[config.mk]
export PLATFORM = sky130hd
export DESIGN_NAME = wrr_burst_arbiter
export DESIGN_NICKNAME = d
export VERILOG_FILES = /design/src/rtl/wrr_burst_arbiter.sv
export SDC_FILE = /design/constraint.sdc
export NUM_CORES = 1
export LEC_CHECK = 0
export ABC_AREA = 1
export CAP_MARGIN = 20
export CORE_UTILIZATION = 49
export CTS_CLUSTER_DIAMETER = 50
export DETAILED_ROUTE_END_ITERATION = 8
export GPL_ROUTABILITY_DRIVEN = 1
export PLACE_DENSITY_LB_ADDON = 0.15
export SETUP_SLACK_MARGIN = 0.2
export SYNTH_ARGS = -nofsm -noshare
export SYNTH_HDL_FRONTEND = slang
export SYNTH_SLANG_ARGS = --single-unit
[constraint.sdc]
create_clock -name clk -period 2 [get_ports clk]
set_clock_uncertainty 0.1 [all_clocks]
set_input_delay 0.2 -clock clk [delete_from_list [all_inputs] [get_ports clk]]
set_output_delay 0.2 -clock clk [all_outputs]
set_load 0.02 [all_outputs]
[src/rtl/wrr_burst_arbiter.sv]
// Weighted round-robin burst arbiter for four requesters.
// Each owner holds the resource for weight(owner) done beats. It is released
// early if it drops its request, or forcibly if TIMEOUT granted cycles pass
// without a done pulse. All outputs come straight from flops.
module wrr_burst_arbiter #(
  parameter int unsigned TIMEOUT = 16
) (
  input  logic        clk,
  input  logic        rst,
  input  logic [3:0]  req,
  input  logic [15:0] weights,
  input  logic        done,
  output logic [3:0]  grant,
  output logic        grant_valid,
  output logic [1:0]  grant_id,
  output logic        timeout_err
);

  localparam logic [7:0] HCNT_MAX = 8'(TIMEOUT - 1);

  typedef enum logic {
    IDLE,
    GRANT
  } state_t;

  state_t      state_q, state_d;
  logic [1:0]  owner_q, owner_d;
  logic [1:0]  ptr_q, ptr_d;
  logic [3:0]  credit_q, credit_d;
  logic [7:0]  hcnt_q, hcnt_d;
  logic [3:0]  grant_q, grant_d;
  logic        grant_valid_q, grant_valid_d;
  logic [1:0]  grant_id_q, grant_id_d;
  logic        timeout_err_q, timeout_err_d;

  logic        found;
  logic [1:0]  winner;
  logic        beat_last;
  logic        req_dropped;
  logic        hold_expired;
  logic        release_now;

  // Rotating priority search: first set request starting at p.
  function automatic logic [2:0] pick(input logic [3:0] r, input logic [1:0] p);
    logic       f;
    logic [1:0] idx;
    logic [1:0] c;
    f   = 1'b0;
    idx = '0;
    for (int unsigned i = 0; i < 4; i++) begin
      c = p + i[1:0];
      if (!f && r[c]) begin
        f   = 1'b1;
        idx = c;
      end
    end
    return {f, idx};
  endfunction

  // Burst length for a requester; a zero weight still grants one beat.
  function automatic logic [3:0] weight_of(input logic [15:0] w, input logic [1:0] idx);
    logic [3:0] v;
    v = w[4*idx +: 4];
    return (v == 4'd0) ? 4'd1 : v;
  endfunction

  // Next-state, counters and registered-output values.
  always_comb begin
    state_d       = state_q;
    owner_d       = owner_q;
    ptr_d         = ptr_q;
    credit_d      = credit_q;
    hcnt_d        = hcnt_q;
    timeout_err_d = 1'b0;
    found         = 1'b0;
    winner        = '0;
    beat_last     = done && (credit_q == 4'd1);
    req_dropped   = !req[owner_q];
    hold_expired  = !done && (hcnt_q == HCNT_MAX);
    release_now   = 1'b0;

    case (state_q)
      IDLE: begin
        {found, winner} = pick(req, ptr_q);
        if (found) begin
          state_d  = GRANT;
          owner_d  = winner;
          credit_d = weight_of(weights, winner);
          hcnt_d   = '0;
        end
      end
      GRANT: begin
        release_now = beat_last || req_dropped || hold_expired;
        if (release_now) begin
          // Re-arbitrate from the slot after the owner, so the old owner
          // competes at lowest priority and there is no idle bubble.
          ptr_d = owner_q + 2'd1;
          {found, winner} = pick(req, ptr_d);
          timeout_err_d = hold_expired && !req_dropped;
          if (found) begin
            owner_d  = winner;
            credit_d = weight_of(weights, winner);
            hcnt_d   = '0;
          end else begin
            state_d  = IDLE;
            credit_d = '0;
            hcnt_d   = '0;
          end
        end else if (done) begin
          credit_d = credit_q - 4'd1;
          hcnt_d   = '0;
        end else begin
          hcnt_d = hcnt_q + 8'd1;
        end
      end
      default: state_d = IDLE;
    endcase

    grant_valid_d = (state_d == GRANT);
    grant_d       = grant_valid_d ? (4'b0001 << owner_d) : 4'b0000;
    grant_id_d    = grant_valid_d ? owner_d : 2'd0;
  end

  // State and output registers with asynchronous reset.
  always_ff @(posedge clk or posedge rst) begin
    if (rst) begin
      state_q       <= IDLE;
      owner_q       <= '0;
      ptr_q         <= '0;
      credit_q      <= '0;
      hcnt_q        <= '0;
      grant_q       <= '0;
      grant_valid_q <= 1'b0;
      grant_id_q    <= '0;
      timeout_err_q <= 1'b0;
    end else begin
      state_q       <= state_d;
      owner_q       <= owner_d;
      ptr_q         <= ptr_d;
      credit_q      <= credit_d;
      hcnt_q        <= hcnt_d;
      grant_q       <= grant_d;
      grant_valid_q <= grant_valid_d;
      grant_id_q    <= grant_id_d;
      timeout_err_q <= timeout_err_d;
    end
  end

  assign grant       = grant_q;
  assign grant_valid = grant_valid_q;
  assign grant_id    = grant_id_q;
  assign timeout_err = timeout_err_q;

endmodule
**Word-level counts from Yosys, hierarchy flattened**

Index checks and enable logic that the tools add are counted.

- Bits of input ports: 23
- Output and inout bits: 8
- Flip-flop bits (word level): 24

- Eq/ne operators: 4
- Add/subtract/negate cells: 9
- $lt $le $gt $ge: 9
- Shift-type cells: 3
- Reduce and logical (&&, ||, !) cells: 23
- Mux-type cells: 72
- Bitwise logic cells: 1

Operators with widths:

| operator | number |
|---|---|
| two-way mux 1 bit | 34 |
| indexed part select 16 x 5 -> 4 bit | 2 |
| two-way mux 2 bit | 15 |
| two-way mux 4 bit | 7 |
| < comparator 2 x 3 -> 1 bit (second input constant) | 9 |
| two-way mux 8 bit | 3 |
| binary-select mux 1 bit (select 2 bit) | 9 |
| one-hot mux 8 bit (2 select lines) | 1 |
| logical AND 1 bit | 9 |
| adder 2 bit (second input constant) | 4 |
| adder 8 x 1 -> 8 bit (second input constant) | 1 |
| equality test 8 x 4 -> 1 bit (second input constant) | 1 |
| logical NOT 1 bit | 8 |
| logical NOT 4 bit | 2 |
| one-hot mux 4 bit (2 select lines) | 1 |
| adder 2 x 1 -> 2 bit (second input constant) | 3 |
| equality test 4 x 1 -> 1 bit (second input constant) | 1 |
| one-hot mux 2 bit (2 select lines) | 1 |
| AND reduction 2 bit | 2 |
| left shift 1 x 2 -> 4 bit (first input constant) | 1 |
| subtractor 4 x 1 -> 4 bit (second input constant) | 1 |
| inequality test 3 x 2 -> 1 bit (second input constant) | 1 |
| logical OR 1 bit | 2 |
| inequality test 2 bit (second input constant) | 1 |
| 2 further kinds | 2 |

**Logic depth before layout (Yosys ltp)**

Gate-level depths: netlist of run 1.

- Depth after elaboration: 28
- Depth in mapped cells: 22

**Worst setup path before layout of run 1**

OpenSTA, ideal clock, no wires.

- Path type: register -> register
- From: register owner_q[0]
- To: register credit_q[0]
- Setup slack: -0.068 ns
- Library setup time: 0.077 ns
- Arrival time: 1.891 ns
- Path buffers: 2
- Cell stages (with the launch flop): 20
- Data required time: 1.823 ns
- Path through: dfrtp_1 buf_6 inv_4 buf_6 nand2_2 nand3_1 nand2_2 nor2_8 nand3_4 nand2_4 nand2_4 nand2_1 nand3_1 nand2_1 nand3_1 nand2_1 nand2_1 nand2_1 nand2_1 a21oi_1

- Word-level cells in the longest chain between the ends: 27
- Elaborated cells on any way between the ends: 49
- Those cells by class: add/sub: 4; eq/ne: 1; shift: 1; mux: 32; reduce/logical: 11

RTL lines:

| item | line | RTL |
|---|---|---|
| start: declaration | 27 | `logic [1:0] owner_q, owner_d;` |
| start signal: assignment | 138 | `owner_q <= owner_d;` |
| adder 2 x 1 -> 2 bit | 97 | `ptr_d = owner_q + 2'd1;` |
| binary-select mux 1 bit (select 2 bit) | 52 | `if (!f && r[c]) begin` |
| two-way mux 1 bit (not written as such) | 52 |  |
| two-way mux 1 bit | 52 |  |
| two-way mux 1 bit | 94 | `if (release_now) begin` |
| two-way mux 1 bit | 82 | `case (state_q)` |
| logical NOT 1 bit | 52 |  |
| logical AND 1 bit | 52 |  |
| [11 not listed] | -- |  |
| two-way mux 2 bit | 94 |  |
| two-way mux 2 bit | 82 |  |
| indexed part select 16 x 5 -> 4 bit | 63 | `v = w[4*idx +: 4];` |
| logical NOT 4 bit | 64 | `return (v == 4'd0) ? 4'd1 : v;` |
| two-way mux 4 bit | 64 |  |
| two-way mux 4 bit | 100 | `if (found) begin` |
| two-way mux 4 bit | 94 |  |
| one-hot mux 4 bit (2 select lines) | 82 |  |
| end signal: assignment | 140 | `credit_q <= credit_d;` |
| end: declaration | 29 | `logic [3:0] credit_q, credit_d;` |

Several ways; a longest one is shown, not always the timed one. The select of a mux whose other input is x is not followed.
A chain may end at the register's enable or synchronous reset.

**Final worst setup path of run 1**

Ends and elaborated chain as after synthesis.

==> out/qor.yml, run 1 <==
outcome:
  status: "finished, violations left"
  violations: "negative setup slack"
global_route:
  grt_pass1_vias: 2413
  gr-total-overflow: 0
  antenna_found_initial: 0
  grt_max_degree: 25
  track_usage_pct: 34.6
  grt_first_pass_wirelength_microns: 11200
route:
  firstDrtPassIters: 6
  drc_errors: 0
  routedWlPerCell_microns: 20.8
  num_vias: 2789
  wl_microns: 9130
  antenna_left: 0
  via_per_inst: 6.37
  drt_iter0_drc: 305
sta:
  hold_viol: 0
  max_slew_margin_pct: 63.9
  setup_tns_ns: -5.18
  finalCritPeriodShare_pct: 124
  setup_violations: 20
  max_freq_mhz: 402
  period_needed_ns: 2.49
  slew_viol_final: 0
  worst_pin_slew_ns: 0.540
  fin_ws_ns: -0.486
  rsz0062_at_grt: "true"
critical_path:
  crit_type: "flip-flop to flip-flop"
  cp-start-kind: "flip-flop"
  slowest_stage: "dfrtp_2"
  path_buf_inv: 3
  path_cells: "clkinv_4 > nand2_4 > nand2_4 > nand2_2 > nand2_2 > buf_4 > nand3_4 > buf_6 > nand3_4 > nand2_1 > nand3_1 > nand2_1 > nand2_1 > nor2_1 > nor2_1 > a21oi_2"
  arrival_ns: 2.60
  crit_path_max_fanout: 10
  crit_family: "simple AND/OR/NAND/NOR gates"
  crit_path_max_incr_delay_ns: 0.49
  endpoint_kind: "flip-flop"
  crit_top_cell: "nand2_1"
  cp.required_ns: 2.11
placement:
  place_area_sq_mm: 0.00269
  port-buffer-count: 30
  finalWeightedCongestion: 0.885
  place_hpwl_microns: 4180
finish:
  diodes: 0
  stdcell_area_sq_mm: 0.00338
  syn_to_final_growth_pct: 69.4
  fillers: 169
  regArea_sq_um: 606
  multi_input_area_sq_mm: 0.00164
  layout-drive-gt1-share_pct: 47.4
  final_common_cell: "nand2_1"
  layout_common_cells: "nand2_1, buf_4, nand2_2"
  finalNetCount: 417
  fin_util_pct: 89.5
die:
  die_h_microns: 65.8
  coreArea_sq_mm: 0.00377
  pin_count: 31
  die_area_sq_mm: 0.00433
  die_width_microns: 65.8
  initial_core_util_pct: 52.9
  row_count: 22
logic_synthesis:
  ys_seq_elements: 24
  syn_area_per_cell_sq_um: 6.67
  synth_area_sq_mm: 0.00199
  yosys_warnings: 0
  ys_seq_area_share_pct: 30.1
  synthDistinctLibCells: 31
  syn-num-nets: 325
  synth_cells: 299
cts:
  cts_max_level: 1
  clock-sinks: 24
  cts_tree: "yes"
  clockBufferDepth: 2
  cts.clk_slew.worst_paths_ns: 0.10
  cts_hold_buf: 0
  cts_inserted_buffers: 3
  cts-root-buf: "clkbuf_8"
  clock_latency_ns: 0.28
min_path:
  worst_hold_path_type: "primary input to async pin"
job:
  drv_cap: 0
[synthesized netlist by cell type]
| master | n | area [sq um] |
|---|---|---|
| buf_2 | 3 | 15.0 |
| a21oi_1 | 10 | 50.1 |
| nor3_1 | 6 | 30.0 |
| dfrtp_1 | 24 | 601 |
| nor2_1 | 13 | 48.8 |
| inv_2 | 6 | 22.5 |
| o21ai_1 | 4 | 20.0 |
| nor2_2 | 2 | 12.5 |
| o211a_1 | 1 | 10.0 |
| inv_1 | 33 | 124 |
| nand2_4 | 5 | 56.3 |
| nand3_4 | 3 | 52.6 |
| xor2_2 | 1 | 16.3 |
| inv_4 | 1 | 6.26 |
| ha_1 | 3 | 37.5 |
| nand2_1 | 93 | 349 |
| o21ai_0 | 13 | 65.1 |
| nor4_1 | 2 | 12.5 |
| buf_6 | 3 | 33.8 |
| a211oi_1 | 1 | 7.51 |
| clkbuf_1 | 1 | 3.75 |
| a21oi_2 | 1 | 8.76 |
| o22ai_1 | 2 | 12.5 |
| or2_4 | 1 | 8.76 |
| and3_1 | 2 | 12.5 |
| nor2_4 | 1 | 11.3 |
| nand2_2 | 10 | 62.6 |
| nand3_1 | 41 | 205 |
| o221ai_1 | 1 | 8.76 |
| nor2_8 | 1 | 20.0 |
| nand4_1 | 11 | 68.8 |
[state kept, by name (all words and copies together), names as in the netlist]
| register | cells |
|---|---|
| grant_id | 2 |
| grant_valid | 1 |
| timeout_err | 1 |
| grant | 4 |
| hcnt_q | 8 |
| ptr_q | 2 |
| owner_q | 2 |
| credit_q | 4 |
[what timing repair did]
item                       in CTS  in global routing
pin swaps                      32                 27
cloned                          4                  0
resized for setup              64                 60
hold endpoints to repair        0                  0
setup buffers                  12                  7
setup endpoints to repair      22                 22
[cells by family (layout without fill, tap and decap cells)]
kind of cell / count (synthesis) / count (layout) / share of synthesized area (%)
adders and majority gates: 3 / 3 / 1.88
and+or+nand+nor: 191 / 194 / 47.7
xor gates and xnor gates: 1 / 1 / 0.816
buffers and inverters: 47 / 135 / 10.3
DFF: 24 / 24 / 30.1
AOI/OAI and AO/OA: 33 / 33 / 9.17
[worst register-to-register path, cell delays in order (launching register included)]
cell	delay, ns
dfrtp_2	0.49
clkinv_4	0.17
nand2_4	0.12
nand2_4	0.05
nand2_2	0.07
nand2_2	0.06
buf_4	0.15
nand3_4	0.12
buf_6	0.19
nand3_4	0.12
nand2_1	0.08
nand3_1	0.11
nand2_1	0.13
nand2_1	0.10
nor2_1	0.14
nor2_1	0.08
a21oi_2	0.13
[final timing paths]
path,slack (ns),from,endpoint,depth (start not counted)
worst max-delay path,-0.49,owner_q[0],credit_q[0],16
worst min register to register,0.46,hcnt_q[7],hcnt_q[7],2
worst max register to register,-0.49,owner_q[0],credit_q[0],16
max in group asynchronous,1.22,rst,ptr_q[0],3
worst min-delay path,0.31,rst,grant_id[1],3
min in group clk,0.46,hcnt_q[7],hcnt_q[7],2
[layout make-up]
class	instances	area share [%]
clock buffer	3	1.22
clock inverter	1	0.889
inverter	40	5.11
multi-input combinational	231	48.5
sequential	24	17.9
tap	48	1.78
timing repair buffer	90	24.3
timing repair inverter	1	0.185
[per-layer routing]
layer | vias to the layer above | global-route usage [%] | share of wire [%]
li1 | 1173 | - | -
met5 | - | 0 | 0
met3 | 88 | 4.48 | 10
met2 | 237 | 58.4 | 46
met1 | 1291 | 42.6 | 35
met4 | 0 | 17.9 | 8.3
[through the flow]
stage	hold slack (ns)	std cells	setup WS (ns)
final	0.309	438	-0.486
after global routing	0.315	438	-0.600
after CTS	0.175	431	-0.209
after detailed placement	0.417	411	-0.503
after global placement	0.411	411	-0.434
after floorplan	0.115	299	-0.0318
Power of run 1 is left out: the tool's default activity adds up to more than one toggle a clock period on the data nets, which glitch-free logic cannot reach.
==> run 2: changes to the inputs <==
--- a/config.mk
+++ b/config.mk
@@ -9,9 +9,10 @@
 export CAP_MARGIN = 20
 export CORE_UTILIZATION = 49
 export CTS_CLUSTER_DIAMETER = 50
+export CTS_CLUSTER_SIZE = 25
 export DETAILED_ROUTE_END_ITERATION = 8
 export GPL_ROUTABILITY_DRIVEN = 1
-export PLACE_DENSITY_LB_ADDON = 0.15
+export PLACE_DENSITY = 0.84
 export SETUP_SLACK_MARGIN = 0.2
 export SYNTH_ARGS = -nofsm -noshare
 export SYNTH_HDL_FRONTEND = slang
==> run 2 against run 1 <==
The run still ends with negative setup slack left. Worst setup slack got worse by 0.0088 ns. Flip-flop and latch count did not move. Non-clock buffer count rose by 1. Critical path depth did not move. First-iteration DRC count fell by 6.9%. Utilization rose by 1.2 points. Hold slack got worse by 0.15 ns. Largest cell class unchanged.
==> out/qor.yml, run 2 (synthesis results as in run 1) <==
finish:
  finalNetCount: 418
  multi_input_area_sq_mm: 0.00168
  largest_reg_flops: 8
  syn_to_final_growth_pct: 71.8
  final_common_cell: "nand2_1"
  layout_common_cells: "nand2_1, buf_4, clkdlybuf4s50_1"
  layout-drive-gt1-share_pct: 45.8
  diodes: 0
  largest-register: "hcnt_q"
  regArea_sq_um: 604
  fillers: 161
cts:
  cts.clk_slew.worst_paths_ns: 0.10
  clock_latency_ns: 0.28
  cts_inserted_buffers: 3
  cts_tree: "yes"
  cts_hold_buf: 0
  clock-sinks: 24
  cts_max_level: 1
  clockBufferDepth: 2
  cts-root-buf: "clkbuf_8"
global_route:
  grt_first_pass_wirelength_microns: 10600
  grt_use_met3_pct: 6.72
  grt-busiest-layer: "met2"
  gr-total-overflow: 0
  met2_usage_pct: 55.2
  antenna_found_initial: 0
  grtUsageMet1_pct: 38.0
  grt_pass1_vias: 2389
  track_usage_pct: 32.0
  grt_max_degree: 25
placement:
  port-buffer-count: 30
  finalWeightedCongestion: 0.911
  place_hpwl_microns: 4020
critical_path:
  endpoint_kind: "flip-flop"
  arrival_ns: 2.56
  rrSetupSlack_ns: -0.50
  slowest_stage: "dfrtp_2"
  cp.required_ns: 2.07
  crit_family: "simple AND/OR/NAND/NOR gates"
  crit_path_start: "ptr_q[0]"
  r2r-start: "ptr_q[0]"
  crit_path_max_fanout: 5
  path_cells: "buf_2 > o21ai_2 > nand2_1 > nand2_1 > inv_2 > or2_4 > nand2_4 > nand2_4 > nand3_4 > nand2_1 > nand3_1 > nand2_2 > nand2_1 > nor2_1 > nor2_1 > a21oi_1"
  crit_top_cell: "nand2_1"
  path_buf_inv: 2
  crit_type: "flip-flop to flip-flop"
  cp-start-kind: "flip-flop"
  crit_path_max_incr_delay_ns: 0.44
sta:
  period_needed_ns: 2.50
  finalCritPeriodShare_pct: 125
  fin_ws_ns: -0.495
  setup_violations: 22
  hold_viol: 0
  setup_tns_ns: -6.59
  slew_viol_final: 0
  max_slew_margin_pct: 66.4
  worst_pin_slew_ns: 0.503
  max_freq_mhz: 401
  holdWs_ns: 0.155
  rsz0062_at_grt: "true"
route:
  antenna_left: 0
  drc_errors: 0
  wl_microns: 9200
  routedWlPerCell_microns: 21.0
  firstDrtPassIters: 5
  drt_iter0_drc: 284
  via_per_inst: 6.31
  num_vias: 2768
die:
  coreArea_sq_mm: 0.00377
  row_count: 22
  die_width_microns: 65.8
  die_area_sq_mm: 0.00433
  die_h_microns: 65.8
  initial_core_util_pct: 52.9
  pin_count: 31
outcome:
  status: "finished, violations left"
  violations: "negative setup slack"
min_path:
  worst_hold_path_type: "primary input to async pin"
job:
  drv_cap: 0
## run 2: final timing paths
kind	endpoint	depth (start not counted)
hold reg to reg	hcnt_q[0]	1
setup / recovery	credit_q[0]	16
setup reg to reg	credit_q[0]	16
max in group asynchronous	owner_q[0]	3
hold / removal	hcnt_q[3]	3
min in group clk	hcnt_q[0]	1
## run 2: final cells by class
| class | count | area share, % |
|---|---|---|
| clock buffer | 3 | 1.21 |
| clock inverter | 1 | 0.877 |
| inverter | 40 | 5.12 |
| multi-input combinational | 232 | 49.0 |
| sequential | 24 | 17.7 |
| tap | 48 | 1.75 |
| timing repair buffer | 91 | 24.4 |
## run 2: timing repair
action,CTS,global route
gates cloned,3,2
gates resized for setup,54,74
setup endpoints to repair,22,22
setup buffers,12,11
pin swaps,22,24
## run 2: layer usage
layer	vias up	share of wire, %
li1	1180	-
met1	1283	36
met2	230	48
met3	75	10
met4	0	6.4
met5	-	0
## run 2: metrics by stage
stage,area [sq um],utilization [%],std cells,setup slack (ns)
global placement,2670,70.9,407,-0.375
floorplan,2070,-,299,-0.0318
detailed placement,2670,70.9,407,-0.455
finish,3420,90.8,439,-0.495
global route,3420,90.8,439,-0.699
CTS,3030,80.4,426,-0.159
## run 2: worst min-delay path, delay by kind of cell
kind | cells | cell delay, ns
buffers and inverters | 3 | 0.73
Power of run 2 is left out for the same reason.
